==> src/rtl/mole_pkg.sv <==
// Shared state type, synchroniser depth and popcount helper for the mole game controller.
package mole_pkg;

  typedef enum logic {
    ST_PLAY = 1'b0,
    ST_END  = 1'b1
  } state_t;

  localparam int SYNC_DEPTH = 2;

  function automatic logic [3:0] popcount8(input logic [7:0] v);
    logic [3:0] n;
    n = '0;
    for (int i = 0; i < 8; i++) begin
      n = n + {3'b000, v[i]};
    end
    return n;
  endfunction

endpackage

==> src/rtl/mole_channel.sv <==
// One mole: button synchroniser and edge detector, lit/dark timer, LED flop, hit/miss strobes.
module mole_channel
  import mole_pkg::*;
#(
  parameter int               CNT_W     = 28,
  parameter logic [CNT_W-1:0] ON_TICKS  = CNT_W'(25000000),
  parameter logic [CNT_W-1:0] OFF_TICKS = CNT_W'(75000000)
) (
  input  logic clk,
  input  logic reset,
  input  logic i_btn_n,
  input  logic i_run,
  input  logic i_kill,
  input  logic i_init,
  output logic o_led,
  output logic o_hit,
  output logic o_miss
);

  localparam logic [CNT_W-1:0] ON_LAST  = ON_TICKS - CNT_W'(1);
  localparam logic [CNT_W-1:0] OFF_LAST = OFF_TICKS - CNT_W'(1);

  logic [SYNC_DEPTH-1:0] r_sync;
  logic                  r_prev;
  logic                  r_led;
  logic [CNT_W-1:0]      r_timer;
  logic                  w_press;

  assign w_press = r_prev & ~r_sync[SYNC_DEPTH-1];
  assign o_hit   = w_press & r_led & i_run;
  assign o_miss  = w_press & ~r_led & i_run;
  assign o_led   = r_led;

  // The synchroniser only follows the pin; a game restart leaves it alone so a
  // held button cannot fabricate a fresh press.
  always_ff @(posedge clk) begin
    if (!reset) begin
      r_sync  <= '1;
      r_prev  <= 1'b1;
      r_led   <= 1'b1;
      r_timer <= '0;
    end else begin
      r_sync <= {r_sync[SYNC_DEPTH-2:0], i_btn_n};
      r_prev <= r_sync[SYNC_DEPTH-1];
      if (i_init) begin
        r_led   <= 1'b1;
        r_timer <= '0;
      end else if (i_kill) begin
        r_led <= 1'b0;
      end else if (i_run) begin
        if (w_press && r_led) begin
          r_led   <= 1'b0;
          r_timer <= '0;
        end else if (r_led && r_timer == ON_LAST) begin
          r_led   <= 1'b0;
          r_timer <= '0;
        end else if (!r_led && r_timer == OFF_LAST) begin
          r_led   <= 1'b1;
          r_timer <= '0;
        end else begin
          r_timer <= r_timer + CNT_W'(1);
        end
      end
    end
  end

endmodule

==> src/rtl/mole_game_ctrl.sv <==
// Whack-a-mole controller: mole channels, pending-hit score injection, win detection and restart.
//   state   | meaning
//   ST_PLAY | moles cycling, hits accumulate and are injected into the score
//   ST_END  | win reached, LEDs dark, waiting for holdoff then a restart press
module mole_game_ctrl
  import mole_pkg::*;
#(
  parameter int                         NUM_MOLES       = 4,
  parameter int                         CNT_W           = 28,
  parameter int                         ON_TICKS        = 25000000,
  parameter logic [NUM_MOLES*CNT_W-1:0] OFF_TICKS_VEC   = {28'd175000000, 28'd100000000,
                                                           28'd125000000, 28'd75000000},
  parameter int                         SCORE_W         = 32,
  parameter int                         PEND_W          = 8,
  parameter int                         WIN_SCORE       = 12,
  parameter int                         RESTART_HOLDOFF = 1000,
  parameter int                         MISS_EN         = 1
) (
  input  logic                 clk,
  input  logic                 reset,
  input  logic [NUM_MOLES-1:0] btn_n,
  input  logic                 btn_restart_n,
  output logic [NUM_MOLES-1:0] mole_led,
  output logic                 end_led,
  input  logic [SCORE_W-1:0]   score_total,
  output logic                 inj_valid,
  output logic [SCORE_W-1:0]   inj_delta,
  input  logic                 inj_ack,
  output logic [7:0]           miss_count,
  output logic                 game_reset,
  output logic                 in_game
);

  localparam int                HOLD_W   = $clog2(RESTART_HOLDOFF + 1);
  localparam logic [HOLD_W-1:0] HOLD_MAX = HOLD_W'(RESTART_HOLDOFF);

  state_t                r_state, w_state_next;
  logic [SYNC_DEPTH-1:0] r_rst_sync;
  logic                  r_rst_prev;
  logic                  w_restart_press;
  logic                  w_end_go, w_restart_go, w_run;
  logic [NUM_MOLES-1:0]  w_hit, w_miss;
  logic [3:0]            w_hit_cnt, w_miss_cnt;
  logic [PEND_W:0]       w_pend_add;
  logic [PEND_W-1:0]     w_pend_sum;
  logic [8:0]            w_miss_add;
  logic [PEND_W-1:0]     r_pending, r_inflight;
  logic                  r_inj_valid;
  logic [HOLD_W-1:0]     r_holdoff;
  logic [7:0]            r_miss;
  logic                  r_game_reset;

  for (genvar g = 0; g < NUM_MOLES; g++) begin : g_ch
    mole_channel #(
      .CNT_W    (CNT_W),
      .ON_TICKS (CNT_W'(ON_TICKS)),
      .OFF_TICKS(OFF_TICKS_VEC[g*CNT_W +: CNT_W])
    ) u_ch (
      .clk    (clk),
      .reset  (reset),
      .i_btn_n(btn_n[g]),
      .i_run  (w_run),
      .i_kill (w_end_go),
      .i_init (w_restart_go),
      .o_led  (mole_led[g]),
      .o_hit  (w_hit[g]),
      .o_miss (w_miss[g])
    );
  end

  assign w_restart_press = r_rst_prev & ~r_rst_sync[SYNC_DEPTH-1];
  assign w_run           = (r_state == ST_PLAY) && !w_end_go;
  assign w_hit_cnt       = popcount8(8'(w_hit));
  assign w_miss_cnt      = popcount8(8'(w_miss));
  assign w_pend_add      = {1'b0, r_pending} + (PEND_W+1)'(w_hit_cnt);
  assign w_pend_sum      = w_pend_add[PEND_W] ? '1 : w_pend_add[PEND_W-1:0];
  assign w_miss_add      = {1'b0, r_miss} + 9'(w_miss_cnt);

  always_comb begin
    w_state_next = r_state;
    w_end_go     = 1'b0;
    w_restart_go = 1'b0;
    case (r_state)
      ST_PLAY: begin
        if (score_total >= SCORE_W'(WIN_SCORE)) begin
          w_state_next = ST_END;
          w_end_go     = 1'b1;
        end
      end
      ST_END: begin
        if (w_restart_press && r_holdoff == HOLD_MAX) begin
          w_state_next = ST_PLAY;
          w_restart_go = 1'b1;
        end
      end
      default: w_state_next = ST_PLAY;
    endcase
  end

  always_ff @(posedge clk) begin
    if (!reset) r_state <= ST_PLAY;
    else        r_state <= w_state_next;
  end

  always_ff @(posedge clk) begin
    if (!reset) begin
      r_rst_sync   <= '1;
      r_rst_prev   <= 1'b1;
      r_pending    <= '0;
      r_inflight   <= '0;
      r_inj_valid  <= 1'b0;
      r_holdoff    <= '0;
      r_miss       <= '0;
      r_game_reset <= 1'b0;
    end else begin
      r_rst_sync   <= {r_rst_sync[SYNC_DEPTH-2:0], btn_restart_n};
      r_rst_prev   <= r_rst_sync[SYNC_DEPTH-1];
      r_game_reset <= w_restart_go;
      if (w_restart_go) begin
        r_pending   <= '0;
        r_inflight  <= '0;
        r_inj_valid <= 1'b0;
        r_holdoff   <= '0;
        r_miss      <= '0;
      end else begin
        if (r_inj_valid && inj_ack) r_inj_valid <= 1'b0;
        // Issue and ack are mutually exclusive: issue needs inj_valid low.
        if (r_state == ST_END || w_end_go) begin
          r_pending <= '0;
        end else if (!r_inj_valid && r_pending != '0) begin
          r_inflight  <= r_pending;
          r_pending   <= PEND_W'(w_hit_cnt);
          r_inj_valid <= 1'b1;
        end else begin
          r_pending <= w_pend_sum;
        end
        if (MISS_EN != 0) r_miss <= w_miss_add[8] ? 8'hFF : w_miss_add[7:0];
        if (w_end_go) r_holdoff <= '0;
        else if (r_state == ST_END && r_holdoff != HOLD_MAX) r_holdoff <= r_holdoff + HOLD_W'(1);
      end
    end
  end

  assign inj_valid  = r_inj_valid;
  assign inj_delta  = SCORE_W'(r_inflight);
  assign miss_count = r_miss;
  assign game_reset = r_game_reset;
  assign end_led    = (r_state == ST_END);
  assign in_game    = (r_state == ST_PLAY);

endmodule

==> config.mk <==
export PLATFORM = sky130hd
export DESIGN_NAME = mole_game_ctrl
export DESIGN_NICKNAME = d
export VERILOG_FILES = /design/src/rtl/mole_pkg.sv /design/src/rtl/mole_channel.sv /design/src/rtl/mole_game_ctrl.sv
export SDC_FILE = /design/constraint.sdc
export NUM_CORES = 1
export LEC_CHECK = 0
export ABC_AREA = 1
export CORE_UTILIZATION = 50
export DETAILED_ROUTE_END_ITERATION = 10
export PLACE_DENSITY_LB_ADDON = 0.12
export SETUP_SLACK_MARGIN = 0.05
export SLEW_MARGIN = 20
export SYNTH_ARGS = -nofsm -noshare
export SYNTH_HDL_FRONTEND = slang
export SYNTH_SLANG_ARGS = --single-unit
==> constraint.sdc <==
create_clock -name clk -period 8.1 [get_ports clk]
set_input_delay 1.215 -clock clk [delete_from_list [all_inputs] [get_ports clk]]
set_output_delay 1.215 -clock clk [all_outputs]
set_load 0.05 [all_outputs]
Word level (Yosys, flattened, before mapping). Index checks and enable logic that the tools add are counted.

Register bits after elaboration: 168. Word-level logic and storage cells: 168. Output and inout bits: 48. Input port bits: 40.

Reductions and logical operators: 40. Equal/unequal tests: 10. Bitwise gates (word level): 34. Mux-type cells: 44. Magnitude comparators: 1. $add $sub $neg: 13.

Operators by type and width (number): 28-bit two-way mux (12); 28-bit by 1-bit adder with 28-bit output, second input constant (4); 28-bit by 25-bit == test with 1-bit output, second input constant (4); 28-bit by 27-bit == test with 1-bit output, second input constant (3); 32-bit by 4-bit greater-or-equal comparator with 1-bit output, second input constant (1); 28-bit == test, second input constant (1); 1-bit two-way mux (28); 1-bit bitwise AND (21); 8-bit by 4-bit adder with 9-bit output (2); 1-bit logical AND (17); 8-bit two-way mux (2); 4-bit nonzero test (4); 1-bit NOT (13); 2-bit AND reduction (6); 10-bit by 1-bit adder with 10-bit output, second input constant (1); 10-bit == test, second input constant (1); 10-bit != test, second input constant (1); 3-bit by 1-bit adder with 4-bit output (2); 8-bit nonzero test (1); 2-bit by 1-bit adder with 3-bit output (2); 1-bit logical NOT (6); 3-bit OR reduction (2); 1-bit by 1-bit adder with 2-bit output (2); 4-bit two-way mux (1); 5 further kinds (5).

Logic depth before layout (Yosys ltp).
Depth after elaboration: 12. Gate-level depth with buffers: 23. Gate-level depth less buffers: 22.

Cells and area by module. A second synthesis with hierarchy kept.

Cell total of the unflattened synthesis: 1571. Area total of the unflattened synthesis: 10338.7 um2.

Modules (own cells, without submodules): mole_game_ctrl (sequential area each 800.8 um2, area each 2541.2 um2, times used 1, cells each 368); mole_channel at g_ch[1].u_ch (sequential area each 640.6 um2, area each 2042.0 um2, times used 1, cells each 321); mole_channel at g_ch[0].u_ch (sequential area each 640.6 um2, area each 1994.4 um2, times used 1, cells each 326); mole_channel at g_ch[2].u_ch (sequential area each 640.6 um2, area each 1883.1 um2, times used 1, cells each 271); mole_channel at g_ch[3].u_ch (sequential area each 640.6 um2, area each 1878.1 um2, times used 1, cells each 285).

Worst setup path after synthesis. Ideal clock, no wire load.

Path kind: input to register. Start point: input port score_total[13]. End point: register r_pending[1]. Setup time: 70 ps. Data arrival time: 4718 ps. Stages on the path: 23. Path buffers: 1. Slack: 3313 ps. Path through: nor2_1 > nand2_1 > nor2_1 > nand2_1 > nor2_4 > nand2_2 > clkbuf_1 > or2_2 > fa_1 > inv_1 > ha_1 > ha_1 > inv_1 > fa_1 > inv_1 > nand2_1 > nand2_1 > nand2_1 > nor3_1 > nand2_1 > nor2_1 > nor2_1 > a21oi_1.

Longest elaborated chain between the ends: 12. Elaborated cells between the ends (all ways): 17.

Ends and longest elaborated chain: start, declared (RTL line mole_game_ctrl.sv:25) `input logic [SCORE_W-1:0] score_total,`; 32-bit by 4-bit greater-or-equal comparator with 1-bit output * (RTL line mole_game_ctrl.sv:85) `if (score_total >= SCORE_W'(WIN_SCORE)) begin`; 1-bit two-way mux * (RTL line mole_game_ctrl.sv:85); 1-bit two-way mux * (RTL line mole_game_ctrl.sv:83) `case (r_state)`; 1-bit logical NOT (RTL line mole_game_ctrl.sv:72) `assign w_run = (r_state == ST_PLAY) && !w_end_go;`; 1-bit logical AND (RTL line mole_game_ctrl.sv:72); 1-bit bitwise AND (RTL line mole_channel.sv:30) `assign o_hit = w_press & r_led & i_run;`; 1-bit by 1-bit adder with 2-bit output (RTL line mole_pkg.sv:15) `n = n + {3'b000, v[i]};`; 2-bit by 1-bit adder with 3-bit output (RTL line mole_pkg.sv:15); 3-bit by 1-bit adder with 4-bit output (RTL line mole_pkg.sv:15); 8-bit by 4-bit adder with 9-bit output (RTL line mole_game_ctrl.sv:75) `assign w_pend_add = {1'b0, r_pending} + (PEND_W+1)'(w_hit_cnt);`; 8-bit two-way mux (RTL line mole_game_ctrl.sv:76) `assign w_pend_sum = w_pend_add[PEND_W] ? '1 : w_pend_add[PEND_W-1:0];`; 4-bit two-way mux (RTL line mole_game_ctrl.sv:130) `end else if (!r_inj_valid && r_pending != '0) begin`; end signal, assigned (RTL line mole_game_ctrl.sv:132) `r_pending <= PEND_W'(w_hit_cnt);`; end signal, assigned (RTL line mole_game_ctrl.sv:135) `r_pending <= w_pend_sum;`; end, declared (RTL line mole_game_ctrl.sv:47) `logic [PEND_W-1:0] r_pending, r_inflight;`.

Mark *: on every way between the ends. The rest lies on a longest branch, timed or not. A chain may end at the register's enable or synchronous reset.

Worst setup path after layout. Same ends and word-level chain as after synthesis.

==> impl_results.md <==
* CP max stage delay at 0.64 ns
* Pin count of the biggest net entering global routing at 76
* Clk slew on worst S/H paths at 0.07 ns
* Tot Pwr at approximately 1.7 mW
* Drc violations at 0
* Post-layout min period at between 5 and 6 ns
* Post-Synth Adder-Cell Area at 2.47%
* Die ar. at 20800 um2
* Worst hold path type: reg2reg
* CP Depth at 23
* RSZ-0062 raised after global routing: no
* Post-DP HPWL at 18100 um
* R2r setup slk at just under 4 ns
* Final slew viol count at 0
* Share of layout cells above drive strength 1 at about 4.5%
* Port Buffer Count at between 60 and 70
* Fillcell total at 2041
* Vias per inst at 5.20
* Highest Clock Rate at 185 MHz
* Combinational family with the most area after synthesis: simple AND/OR/NAND/NOR gates
* Die H at between 100 and 150 um
* Syn Area/Cell at 6.14 um2
* Final wirelength at 25900 um
* Area grow syn2layout at 12.2%
* Mux contribution to synthesized area at 0%
* # setup viols final at 0
* # resized after CTS at 0
* Clk sink count at approximately 170
* Yosys warns at 0
* CP Capture Point: r_pending[1]$_SDFF_PP0_
* Outcome: complete, no violations
* Layout Nets at 1748
* Routability Congestion at 0.883
* Via Count at around 10000
* Most frequent CP cell: nand2_1
* Drt pass-1 iters at 5
* Detailed Route Iter0 Violations at between 800 and 900
* Simple-gate share of the synthesized area at 46.0%
* Gr ovfl total at 0
* Max-slew headroom at 34.1%
* Kind of critical path: in2reg
* Maximum vdd drop at 136 uV
* Total track usage at a little over a quarter
* Compound-gate portion of the synthesized area at about 5.8%
* Final Hold Vio Count at 0
* Total CTS buffers at 17
* Clk_skew at 0.00978 ns
* Synth Instances at 1649
* Reg-to-reg critical path startpoint: end_led$_SDFF_PN0_
* Final Util at 57.8%
* CTS tree: yes
* Row cnt at 51
* Worst EP required at between 8 and 9 ns
* Clock Path Buffers at 2
* Slew @ Worst Pin at 0.987 ns
* Initial core utilization at 51.5%
* Register Area at 3360 um2
* Root Buffer: clkbuf_16
* Vias in the first global route at 9265
* R2r endpoint: r_pending[1]$_SDFF_PP0_
* Leakage dissipation at 4.45 nW
* Register area share after synthesis at 33.2%
* Core area at 19700 um2
* Avg WL per Cell at 13.2 um
* Worst endpoint data arrival time at 5.77 ns
* CP max FO at 24
* CP bufs+invs at 4
* XOR/XNOR share of the synthesized area at 1.47%
* Antenna cells at 0
* Unique masters post-synth at 36
* Initial antenna violation count at 0
* # hold bufs at CTS at 0
* First-pass GRT wire length at 43200 um
* CP endpoint kind: flip-flop
* CTS H-tree lvls at 4
* Die Width at 144 um
* Later-pin clock latency in the skew report at 0.44 ns
* Antenna viol nets, final at 0
* CP delay by family, top: simple AND/OR/NAND/NOR gates
* Reg2reg path depth at 18
* Synthesized area at 10100 um2
* I/O pin cnt at 88
* Setup crit start: score_total[13]
* Crit path cell chain: clkdlybuf4s50_1, nor2_1, nand2_1, nor2_1, nand2_1, nor2_4, nand2_2, or2_2, fa_1, inv_1, ha_1, ha_1, inv_1, fa_1, inv_1, nand2_1, nand2_1, nand2_1, nor3_1, nand2_1, nor2_1, nor2_1, a21oi_1
* Footprint of the multi-input gates at 5730 um2
* Fin crit share at 66.6%
* Critical Path Start Type: input port
* Seq cells post-synth at between 150 and 200
* Post-CTS Setup Inserts at 0
* Max-cap viol count at 0
* Worst path slowest cell: nor2_4
* Pwr Density at around 150 nW/um2
* Setup TNS after final layout at 0 ns
-- placed cells by master (no fill, tap or decap), drive strengths merged, types with 40 or more instances in the layout --
cell type,n
nand2,486
o21ai,40
clkdlybuf4s50,61
nand3,142
nor2,310
nor3,40
dfxtp,168
nand4,79
inv,192
a21oi,45
-- layout make-up --
cell class                      instances  share of cell area [%]
Clock buffer                           17                    3.74
Inverter                              184                    6.08
Multi-Input combinational cell       1252                    50.5
Sequential cell                       168                    29.6
Clock inverter                         15                    1.39
Timing Repair Buffer                   68                    5.83
Tap cell                              265                    2.92
-- routing by layer --
layer / routed length [um] / GRT usage [%] / share of wire (%)
met5: 0 / 0 / 0
met4: 499 / 9.81 / 1.9
met3: 1650 / 4.27 / 6.4
met2: 11900 / 43.3 / 46
met1: 11900 / 33.8 / 46
-- state kept, by name, indices dropped and copies added, names as in the netlist, 2 cells and up --
signal,flops
g_ch.u_ch.r_timer,112
r_holdoff,10
g_ch.u_ch.r_sync,8
miss_count,8
r_inflight,8
r_pending,8
g_ch.u_ch.o_led,4
g_ch.u_ch.r_prev,4
r_rst_sync,2
-- logic make-up after synthesis --
group,count (synthesis)
AO/OA/AOI/OAI,107
adder cells (fa/ha/maj),17
other,1
XOR/XNOR,17
AND/OR/NAND/NOR,1087
flip-flops,168
buffers and inverters,252
-- power breakdown --
part	switching (mW)	internal [mW]	leakage, nW
Clock	0.379	0.435	0.278
Combinational	0.0656	0.0276	2.81
Sequential	0.00564	0.830	1.36
-- cell usage after synthesis, drive strengths merged --
cell type  instances  area share (%)
xnor2              4            0.35
or2               21             1.3
inv              184             6.8
o211ai             1           0.074
nor3              40             2.1
o21bai            15             1.1
o21ai             40             2.0
fa                 5            0.99
nand2            486              18
conb               1           0.037
a21oi             45             2.2
clkbuf             9            0.33
ha                12             1.5
dfxtp            168              33
o31a               1           0.086
nor4               1           0.062
nor3b              5            0.37
a31oi              5            0.31
nand3b             3            0.22
nand3            142             7.1
nor2             310              12
nand4             79             4.9
buf               59             3.9
xor2              13             1.1
-- worst register-to-register path, stage by stage, from the launching register on --
cell	delay, ns
dfxtp_1	0.49
nor3_4	0.25
buf_4	0.45
nand2_1	0.17
fa_1	0.56
inv_1	0.04
ha_1	0.19
ha_1	0.31
inv_1	0.06
fa_1	0.44
inv_1	0.07
nand2_1	0.04
nand2_1	0.05
nand2_1	0.07
nor3_1	0.21
nand2_1	0.12
nor2_1	0.31
nor2_1	0.11
a21oi_1	0.15
-- worst min path at each step --
| stage | startpoint | endpoint | slack, ns | cells after the start |
|---|---|---|---|---|
| detailed placement | r_rst_sync[0]$_SDFF_PN1_ | r_rst_sync[1]$_SDFF_PN1_ | 0.40 | 1 |
| global placement | r_rst_sync[0]$_SDFF_PN1_ | r_rst_sync[1]$_SDFF_PN1_ | 0.39 | 1 |
| CTS | r_rst_sync[0]$_SDFF_PN1_ | r_rst_sync[1]$_SDFF_PN1_ | 0.42 | 1 |
| global route | g_ch[2].u_ch.r_sync[0]$_SDFF_PN1_ | g_ch[2].u_ch.r_sync[1]$_SDFF_PN1_ | 0.43 | 1 |
| finish | r_rst_sync[0]$_SDFF_PN1_ | r_rst_sync[1]$_SDFF_PN1_ | 0.41 | 1 |
| floorplan | g_ch[0].u_ch.r_sync[0]$_SDFF_PN1_ | g_ch[0].u_ch.r_sync[1]$_SDFF_PN1_ | 0.39 | 1 |
-- metrics by stage --
step                      cells  area (um2)  worst slack, ns  hold WS (ns)
after floorplan            1672       10200             3.31         0.393
after detailed placement   1937       10800             2.25         0.398
after global routing       1969       11400             2.22         0.430
final                      1969       11400             2.70         0.414
after CTS                  1969       11400             2.73         0.416
after global placement     1937       10800             2.33         0.395
Note: power is estimated with default switching activity, not from simulation.
